**src/rtl/led_pattern_seq_if.sv**
```systemverilog
// Control/status bundle for the LED pattern sequencer: mode inputs from the
// mode multiplexer and the registered LED drive back to it.
interface led_pattern_seq_if #(
  parameter int N_LEDS = 18
);
  logic              ENABLE;
  logic              AUTO;
  logic [2:0]        SEL;
  logic [N_LEDS-1:0] LED;
  logic [2:0]        PAT;
  logic              PAT_DONE;

  modport master (output ENABLE, AUTO, SEL, input LED, PAT, PAT_DONE);
  modport slave  (input ENABLE, AUTO, SEL, output LED, PAT, PAT_DONE);
endinterface

```
**src/rtl/led_pattern_seq.sv**
```systemverilog
// Width-generic LED pattern sequencer: six patterns, manual or auto-cycled,
// with pattern changes applied only at a period boundary.
module led_pattern_seq #(
  parameter int N_LEDS = 18,
  parameter int DIV    = 1,
  parameter int REPEAT = 2
) (
  input logic               PULSE,
  input logic               RESET_N,
  led_pattern_seq_if.slave  bus
);

  localparam int SW = $clog2(N_LEDS + 1);
  localparam int DW = (DIV > 1) ? $clog2(DIV) : 1;
  localparam int RW = (REPEAT > 1) ? $clog2(REPEAT) : 1;
  localparam logic [DW-1:0] DIV_LAST = DW'(DIV - 1);
  localparam logic [RW-1:0] REP_LAST = RW'(REPEAT - 1);

  typedef enum logic [2:0] {
    PAT_WALK_UP   = 3'd0,
    PAT_WALK_DOWN = 3'd1,
    PAT_FILL      = 3'd2,
    PAT_DRAIN     = 3'd3,
    PAT_BLINK     = 3'd4,
    PAT_ALT       = 3'd5
  } pat_e;

  pat_e              pat_q, pat_d;
  logic [SW-1:0]     step_q, step_d;
  logic [DW-1:0]     div_q, div_d;
  logic [RW-1:0]     rep_q, rep_d;
  logic [N_LEDS-1:0] led_q, led_d;
  logic              done_q, done_d;
  logic              advance;

  // Index of the final step of each pattern's period.
  function automatic logic [SW-1:0] last_step(pat_e p);
    case (p)
      PAT_WALK_UP, PAT_WALK_DOWN: return SW'(N_LEDS - 1);
      PAT_FILL, PAT_DRAIN:        return SW'(N_LEDS);
      default:                    return SW'(1);
    endcase
  endfunction

  function automatic logic [N_LEDS-1:0] pattern(pat_e p, logic [SW-1:0] k);
    logic [N_LEDS-1:0] v;
    v = '0;
    for (int i = 0; i < N_LEDS; i++) begin
      case (p)
        PAT_WALK_UP:   v[i] = (i == int'(k));
        PAT_WALK_DOWN: v[i] = (i == N_LEDS - 1 - int'(k));
        PAT_FILL:      v[i] = (i < int'(k));
        PAT_DRAIN:     v[i] = (i < N_LEDS - int'(k));
        PAT_BLINK:     v[i] = (k == '0);
        PAT_ALT:       v[i] = (i[0] == k[0]);
        default:       v[i] = 1'b0;
      endcase
    end
    return v;
  endfunction

  // NOTE: every always_comb output gets a default first, so no path through
  // the branches can leave a signal unassigned and infer a latch.
  always_comb begin
    div_d   = div_q;
    step_d  = step_q;
    pat_d   = pat_q;
    rep_d   = rep_q;
    done_d  = 1'b0;
    advance = 1'b0;

    if (bus.ENABLE) begin
      if (div_q == DIV_LAST) begin
        div_d   = '0;
        advance = 1'b1;
      end else begin
        div_d = div_q + 1'b1;
      end
    end

    if (advance) begin
      if (step_q == last_step(pat_q)) begin
        // Boundary: the only point where SEL and AUTO are looked at.
        done_d = 1'b1;
        step_d = '0;
        if (!bus.AUTO) begin
          if (bus.SEL <= 3'd5) pat_d = pat_e'(bus.SEL);
          rep_d = '0;
        end else if (rep_q == REP_LAST) begin
          pat_d = (pat_q == PAT_ALT) ? PAT_WALK_UP : pat_e'(pat_q + 3'd1);
          rep_d = '0;
        end else begin
          rep_d = rep_q + 1'b1;
        end
      end else begin
        step_d = step_q + 1'b1;
      end
    end

    // LED is registered from next state so it always matches PAT/STEP.
    led_d = pattern(pat_d, step_d);
  end

  // NOTE: sequential state uses non-blocking assignments so every register
  // samples pre-edge values regardless of statement order.
  always_ff @(posedge PULSE or negedge RESET_N) begin
    if (!RESET_N) begin
      pat_q  <= PAT_WALK_UP;
      step_q <= '0;
      div_q  <= '0;
      rep_q  <= '0;
      led_q  <= N_LEDS'(1);
      done_q <= 1'b0;
    end else begin
      pat_q  <= pat_d;
      step_q <= step_d;
      div_q  <= div_d;
      rep_q  <= rep_d;
      led_q  <= led_d;
      done_q <= done_d;
    end
  end

  assign bus.LED      = led_q;
  assign bus.PAT      = pat_q;
  assign bus.PAT_DONE = done_q;

endmodule

```
**src/flat_wrapper.sv**
```systemverilog
// flat-port wrapper written by rule: the top's interface ports become plain ports
module led_pattern_seq_flat 
#(
  parameter int N_LEDS = 18,
  parameter int DIV    = 1,
  parameter int REPEAT = 2
)
  (PULSE, RESET_N, bus_ENABLE, bus_AUTO, bus_SEL, bus_LED, bus_PAT, bus_PAT_DONE);
  led_pattern_seq_if #(.N_LEDS(N_LEDS)) bus_i ();
  input logic PULSE;
  input logic RESET_N;
  input wire logic [$bits(bus_i.ENABLE)-1:0] bus_ENABLE;
  input wire logic [$bits(bus_i.AUTO)-1:0] bus_AUTO;
  input wire logic [$bits(bus_i.SEL)-1:0] bus_SEL;
  output wire logic [$bits(bus_i.LED)-1:0] bus_LED;
  output wire logic [$bits(bus_i.PAT)-1:0] bus_PAT;
  output wire logic [$bits(bus_i.PAT_DONE)-1:0] bus_PAT_DONE;
  assign bus_i.ENABLE = bus_ENABLE;
  assign bus_i.AUTO = bus_AUTO;
  assign bus_i.SEL = bus_SEL;
  assign bus_LED = bus_i.LED;
  assign bus_PAT = bus_i.PAT;
  assign bus_PAT_DONE = bus_i.PAT_DONE;
  led_pattern_seq #(.N_LEDS(N_LEDS), .DIV(DIV), .REPEAT(REPEAT)) u_core (.PULSE(PULSE), .RESET_N(RESET_N), .bus(bus_i));
endmodule
```
**config.mk**
```make
export PLATFORM = sky130hd
export DESIGN_NAME = led_pattern_seq_flat
export DESIGN_NICKNAME = d
export VERILOG_FILES = /design/src/rtl/led_pattern_seq_if.sv /design/src/rtl/led_pattern_seq.sv /design/src/flat_wrapper.sv
export SDC_FILE = /design/constraint.sdc
export NUM_CORES = 1
export LEC_CHECK = 0
export CORE_ASPECT_RATIO = 2
export CORE_MARGIN = 4
export CORE_UTILIZATION = 30
export CTS_CLUSTER_SIZE = 40
export DETAILED_ROUTE_END_ITERATION = 8
export GPL_TIMING_DRIVEN = 0
export PLACE_DENSITY = 0.46
export SLEW_MARGIN = 0
export SYNTH_ARGS = -nofsm -noshare
export SYNTH_HDL_FRONTEND = slang
export SYNTH_SLANG_ARGS = --single-unit
export TNS_END_PERCENT = 10
```
**constraint.sdc**
```tcl
create_clock -name PULSE -period 4.8 [get_ports PULSE]
set_input_delay 0.48 -clock PULSE [delete_from_list [all_inputs] [get_ports PULSE]]
set_output_delay 0.48 -clock PULSE [all_outputs]
set_load 0.005 [all_outputs]
```
# Word-level counts from Yosys, hierarchy flattened
# Index checks and enable logic that the tools add are counted.
# W data, S select, Z words.
dict set report totals {
  register_bits 29
  input_bits 7
  output_inout_bits 22
  wordCells 137
}
dict set report classes {
  n_addsub 6
  order_cmp 37
  n_eq_ne 44
  mux 35
  bitwise 1
  n_reduce_logical 8
}
# cell n
set op_table {}
lappend op_table {{$eq A5 B32 Y1 const A} 8}
lappend op_table {{$lt A5 B32 Y1 const A} 8}
lappend op_table {{$eq A4 B32 Y1 const A} 4}
lappend op_table {{$lt A4 B32 Y1 const A} 4}
lappend op_table {{$pmux W1 S6} 18}
lappend op_table {{$eq A3 B32 Y1 const A} 2}
lappend op_table {{$eq A6 B32 Y1 const A} 2}
lappend op_table {{$lt A3 B32 Y1 const A} 2}
lappend op_table {{$lt A6 B32 Y1 const A} 2}
lappend op_table {{$eq A5 B5 Y1 const A} 10}
lappend op_table {{$lt A4 B5 Y1 const A} 8}
lappend op_table {{$eq A2 B32 Y1 const A} 1}
lappend op_table {{$logic_not A32 Y1} 1}
lappend op_table {{$lt A1 B32 Y1 const A} 1}
lappend op_table {{$lt A2 B32 Y1 const A} 1}
lappend op_table {{$eq A4 B5 Y1 const A} 4}
lappend op_table {{$lt A3 B5 Y1 const A} 4}
lappend op_table {{$mux W3} 6}
lappend op_table {{$mux W5} 3}
lappend op_table {{$eq A3 B2 Y1 const B} 4}
lappend op_table {{$sub A5 B5 Y6 const A} 2}
lappend op_table {{$eq A3 B5 Y1 const A} 2}
lappend op_table {{$logic_not A5 Y1} 2}
lappend op_table {{$lt A1 B5 Y1 const A} 2}
lappend op_table {{16 further kinds} 30}

# Logic depth before layout (Yosys ltp)
dict set report depth {
  depth_word 10
  ltp_mapped 17
  depth_no_buf 15
}

# Worst setup path after synthesis
# No wires, ideal clock.
dict set report synth_timing {
  path_type {register -> register}
  from {register u_core.pat_q[0], in the netlist u_core.bus.PAT[0]}
  to {register u_core.led_q[5], in the netlist u_core.bus.LED[5]}
  setup_time_ns 0.139
  t_arrival_ns 3.777
  required_time_ns 4.661
  setup_slack_ns 0.884
  stages_incl_launch_ff 17
  path_buffers 3
  synth_period_minus_slack_ns 3.916
  cell_sequence {dfrtp_1 -> buf_2 -> and2_1 -> ha_1 -> and4b_1 -> a211oi_1 -> nand2_1 -> buf_2 -> a311o_1 -> inv_1 -> ha_1 -> clkbuf_1 -> nor2_1 -> a221oi_1 -> nand2_1 -> a221oi_2 -> o211ai_1}
}
dict set report synth_via {
  elab_chain_len 10
  elab_cells_between_ends 33
  classes_between {3 x add/sub; 2 x order compare; 12 x eq/ne; 11 x mux; 5 x reduce/logical}
}
# element line_no
set synth_lines {}
lappend synth_lines {{start: declaration} led_pattern_seq.sv:28} ;# pat_e pat_q, pat_d;
lappend synth_lines {{start signal: assignment} led_pattern_seq.sv:115} ;# pat_q <= pat_d;
lappend synth_lines {{$eq A3 B2 Y1, or another cell as far along} led_pattern_seq.sv:38} ;# case (p)
lappend synth_lines {{$reduce_or A2 Y1} led_pattern_seq.sv:38}
lappend synth_lines {{$pmux W5 S2 *} led_pattern_seq.sv:38}
lappend synth_lines {{$mux W5 *} led_pattern_seq.sv:81} ;# if (advance) begin
lappend synth_lines {{$eq A5 B5 Y1 *} led_pattern_seq.sv:82} ;# if (step_q == last_step(pat_q)) begin
lappend synth_lines {{$mux W5 *} led_pattern_seq.sv:82}
lappend synth_lines {{$mux W5 *} led_pattern_seq.sv:81}
lappend synth_lines {{via u_core.step_d[1]} led_pattern_seq.sv:29} ;# logic [SW-1:0] step_q, step_d;
lappend synth_lines {{$sub A5 B5 Y6 (on tied branches)} {led_pattern_seq.sv:53, led_pattern_seq.sv:51}}
lappend synth_lines {{$lt A4 B32 Y1 / $eq A4 B32 Y1 (equally long branches)} {led_pattern_seq.sv:53, led_pattern_seq.sv:51}}
lappend synth_lines {{$pmux W1 S6 *} led_pattern_seq.sv:49} ;# case (p)
lappend synth_lines {{via u_core.led_d[5]} led_pattern_seq.sv:32} ;# logic [N_LEDS-1:0] led_q, led_d;
lappend synth_lines {{end signal: assignment} led_pattern_seq.sv:119} ;# led_q <= led_d;
lappend synth_lines {{end: declaration} led_pattern_seq.sv:32}
# Mark *: on every way through the listed nets, which the timed path passes. The rest lies on a longest branch. The select of a mux whose other input is x is not followed.
# A chain may end at the register's enable or synchronous reset.

# Worst setup path after layout
dict set report layout_timing {
  from {register u_core.pat_q[0], in the netlist u_core.bus.PAT[0]}
  to {register u_core.led_q[16], in the netlist u_core.bus.LED[16]}
}
dict set report layout_via {
  elab_chain_len 10
  elab_cells_between_ends 34
  classes_between {3 x add/sub; 2 x order compare; 12 x eq/ne; 11 x mux; 1 x bitwise; 5 x reduce/logical}
}
# element line_no
set layout_lines {}
lappend layout_lines {{$eq A3 B2 Y1, or another cell as far along} led_pattern_seq.sv:38}
lappend layout_lines {{$reduce_or A2 Y1} led_pattern_seq.sv:38}
lappend layout_lines {{$pmux W5 S2 *} led_pattern_seq.sv:38}
lappend layout_lines {{$mux W5 *} led_pattern_seq.sv:81}
lappend layout_lines {{$eq A5 B5 Y1 *} led_pattern_seq.sv:82}
lappend layout_lines {{$mux W5 *} led_pattern_seq.sv:82}
lappend layout_lines {{$mux W5 *} led_pattern_seq.sv:81}
lappend layout_lines {{via u_core.step_d[2]} led_pattern_seq.sv:29}
lappend layout_lines {{$sub A5 B5 Y6 (on tied branches)} {led_pattern_seq.sv:53, led_pattern_seq.sv:51}}
lappend layout_lines {{$lt A6 B32 Y1 / $eq A6 B32 Y1 (equally long branches)} {led_pattern_seq.sv:53, led_pattern_seq.sv:51}}
lappend layout_lines {{$pmux W1 S6 *} led_pattern_seq.sv:49}
lappend layout_lines {{via u_core.led_d[16]} led_pattern_seq.sv:32}
# Marked as above.

==> metrics.csv <==
stage,metric,value,unit
global_route,grt total ovfl,0,
sta,Fmax achieved,214,MHz
placement,Port Buffers,28,
setup_path,R2R depth,16,
cells_and_area,Nets,343,
die,die height,137,µm
global_route,initial antenna violation count,0,
cells_and_area,n_diodes,0,
placement,setup slack at placement,-0.104,ns
route,average wire per standard cell,21.2,µm
global_route,largest net degree at the start of global routing,29,
clock_network,Sink Count,28,
worst_hold_path,hold crit path type,primary input to asynchronous set/reset pin,
sta,Fin. Hold Viols,0,
clock_network,htree depth,1,
sta,fin crit period,4.67,ns
route,vias per std cell,6.03,
global_route,gr usage total,18.4,%
synthesis,Mapped Cells,293,
sta,Least-Margin Pin Slew,0.711,ns
global_route,vias in the first global route,2647,
setup_path,"Largest stage delay, worst path",0.44,ns
cells_and_area,area growth from synthesis to layout,20.8,%
sta,max-slew violations,0,
clock_network,"Reg clk slew, reported paths",0.07,ns
outcome,status,completed,
die,die area,9930,µm²
power_and_ir_drop,Peak VDD IR,0.338,mV
route,Routed Antenna Nets,0,
placement,post-DP HPWL,6.90,mm
sta,# setup viols final,0,
setup_path,Critical Path End Type,flop,
synthesis,Synth cell types,65,
sta,period utilization,97.4,%
synthesis,syn_nets,311,
setup_path,crit path DAT,4.80,ns
route,Routed Wire Length,8.92,mm
sta,setup TNS,0,ns
clock_network,CTS tree,built,
die,# rows,46,
synthesis,Syn Area/Cell,8.52,µm²
setup_path,Critical Path Slowest Stage Cell,a211oi_1,
power_and_ir_drop,Leak Pwr,1.12,nW
synthesis,Synth top area share,27.1,%
die,core area,8000,µm²
setup_path,CP Class,flop to flop,
cells_and_area,Fillers,830,
synthesis,"Cell Area, Synth",2500,µm²
sta,Slew HR,52.3,%
die,DIE WIDTH,72.5,µm
global_route,first-pass GRT wire length,14.2,mm
synthesis,Synth Register Bits,28,
clock_network,Num CTS Buffers,3,
sta,RSZ-0062 raised after global routing,true,
synthesis,"Async S/R FF share, synth",100,%
setup_path,r2r setup slk,0.13,ns
setup_path,Worst Path Required,4.93,ns
clock_network,clock root buffer,clkbuf_16,
synthesis,Post-synth top cells,"dfrtp_1 (27), nand2_1 (27), o21ai_0 (21)",
clock_network,worst-skew pair later-pin latency,0.27,ns
synthesis,largest area contributor in the synthesized netlist,dfrtp_1,
route,DR pass1 iterations,5,
placement,gp weighted congestion,0.899,
synthesis,Area contributors post-synth,"dfrtp_1 (27%), ha_1 (5.5%), o21ai_0 (4.2%)",
setup_path,FF-to-FF End,u_core.bus.LED[16]$_DFF_PN0_,
route,initial drt markers,179,
die,# IOs,29,
synthesis,synth warn,0,
route,# DRC,0,
synthesis,"Seq/Total Area, Yosys",28.1,%
clock_network,CTS Buffer Depth,2,
route,vias,2532,
sta,Worst Skew,0.00238,ns
power_and_ir_drop,pwr/cell area,784,nW/µm²
synthesis,top_reg_cell synth,dfrtp_1,
die,Starting Density,31.2,%
setup_path,"critical path, cell by cell",buf_2 -> and2_1 -> ha_1 -> and4b_1 -> a211oi_1 -> nand2_1 -> buf_2 -> a21oi_4 -> inv_2 -> ha_1 -> and3_1 -> a311o_1 -> o2bb2ai_2 -> nand3_1 -> a221oi_1 -> o211ai_1,
setup_path,Critical Path Fanout Max,12,
clock_network,postcts setup bufs,0,
synthesis,Post-synth EDFFs,0,
cells_and_area,share of cells above drive strength 1,15.4,%
job,maxcap violations,0,
setup_path,CP Launch Type,flop,
setup_path,Reg2Reg Launch Point,u_core.bus.PAT[0]$_DFF_PN0_,
sta,Final WS setup,0.127,ns
-- metrics by stage --
step           utilization (%)  hold slack, ns  total power, mW  instance area, µm²  cells
6_report                  37.7           0.229             2.36                3010    420
3_3_place_gp              36.2           0.554             2.06                2900    417
2_1_floorplan                -           0.184             1.51                2500    293
5_1_grt                   37.7           0.280             2.52                3010    420
3_5_place_dp              36.2           0.567             2.05                2900    417
4_1_cts                   37.5           0.585             2.32                3000    420
-- state kept, by name, summed over array words and instances, names as in the netlist --
register and flops:
u_core.bus.LED 18, u_core.bus.PAT 3, u_core.bus.PAT_DONE 1, u_core.rep_q 1
u_core.step_q 5
-- cell usage in the layout, fill, tap and decap left out, types with 7 or more instances in the layout --
cell type and n:
nand2_1 27, clkdlybuf4s50_1 27, dfrtp_1 27, o21ai_0 21
a21oi_1 18, nand3_1 18, nor2_1 14, nor3_1 11
ha_1 10, a211oi_1 7, o211ai_1 7, o221ai_1 7
-- final cells by class --
| type | count | area [µm²] | area share [%] |
|---|---|---|---|
| multi-input cells | 233 | 1650 | 54.6 |
| flip-flops and latches | 28 | 702 | 23.3 |
| repair buffers | 28 | 275 | 9.13 |
| well taps | 96 | 120 | 3.99 |
| plain buffers | 18 | 113 | 3.74 |
| clock buffers | 3 | 75.1 | 2.49 |
| inverters | 13 | 52.6 | 1.74 |
| clock inverters | 1 | 30.0 | 0.996 |
-- worst max path at each step --
stage | startpoint | to | slack, ns | depth (start not counted)
4_1_cts | u_core.bus.PAT[0]$_DFF_PN0_ | u_core.bus.LED[16]$_DFF_PN0_ | 0.03 | 16
6_report | u_core.bus.PAT[0]$_DFF_PN0_ | u_core.bus.LED[16]$_DFF_PN0_ | 0.13 | 16
2_1_floorplan | u_core.bus.PAT[0]$_DFF_PN0_ | u_core.bus.LED[5]$_DFF_PN0_ | 0.88 | 16
3_3_place_gp | u_core.bus.PAT[0]$_DFF_PN0_ | u_core.bus.LED[7]$_DFF_PN0_ | -0.10 | 16
3_5_place_dp | u_core.bus.PAT[0]$_DFF_PN0_ | u_core.bus.LED[7]$_DFF_PN0_ | -0.10 | 16
5_1_grt | u_core.bus.PAT[0]$_DFF_PN0_ | u_core.bus.LED[16]$_DFF_PN0_ | -0.07 | 17
-- power by group --
| part | switching, mW | total, mW | leakage, nW | internal [mW] |
|---|---|---|---|---|
| Combinational | 1.14 | 1.74 | 0.705 | 0.599 |
| Clock | 0.0838 | 0.250 | 0.0511 | 0.166 |
| Sequential | 0.0476 | 0.369 | 0.366 | 0.321 |
-- critical path: cells and delay by family, from the launching register on --
kind | cells | cell delay [ns]
AO/OA/AOI/OAI | 6 | 2.05
AND/OR/NAND/NOR | 5 | 0.91
buffers and inverters | 3 | 0.63
adder cells (fa/ha/maj) | 2 | 0.55
flip-flops | 1 | 0.37
-- cells by family (layout without fill, tap and decap cells) --
logic type / Yosys count / after routing / share of synthesized area (%)
AO/OA/AOI/OAI: 102 / 102 / 29.9
multiplexers: 2 / 2 / 0.802
AND/OR/NAND/NOR: 109 / 109 / 25.6
XOR/XNOR: 9 / 9 / 3.46
adder cells (fa/ha/maj): 11 / 11 / 5.51
buffers and inverters: 32 / 63 / 6.57
flip-flops: 28 / 28 / 28.1
-- what timing repair did --
action / CTS / global route
hold buffers: 0 / 0
resized for setup: 1 / 6
endpoints found under the setup margin: 12 / 17
pin swaps: 0 / 0
-- routing by layer --
| metal | part of all wire (%) | vias to the layer above | GRT usage, % | wire, µm |
|---|---|---|---|---|
| li1 | - | 1189 | - | - |
| met2 | 56 | 98 | 36.1 | 4960 |
| met3 | 3.5 | 30 | 1.18 | 308 |
| met5 | 0 | - | 0 | 0 |
| met1 | 35 | 1215 | 18.4 | 3150 |
| met4 | 5.6 | 0 | 10.4 | 501 |
Note: power is estimated with default switching activity, not from simulation.
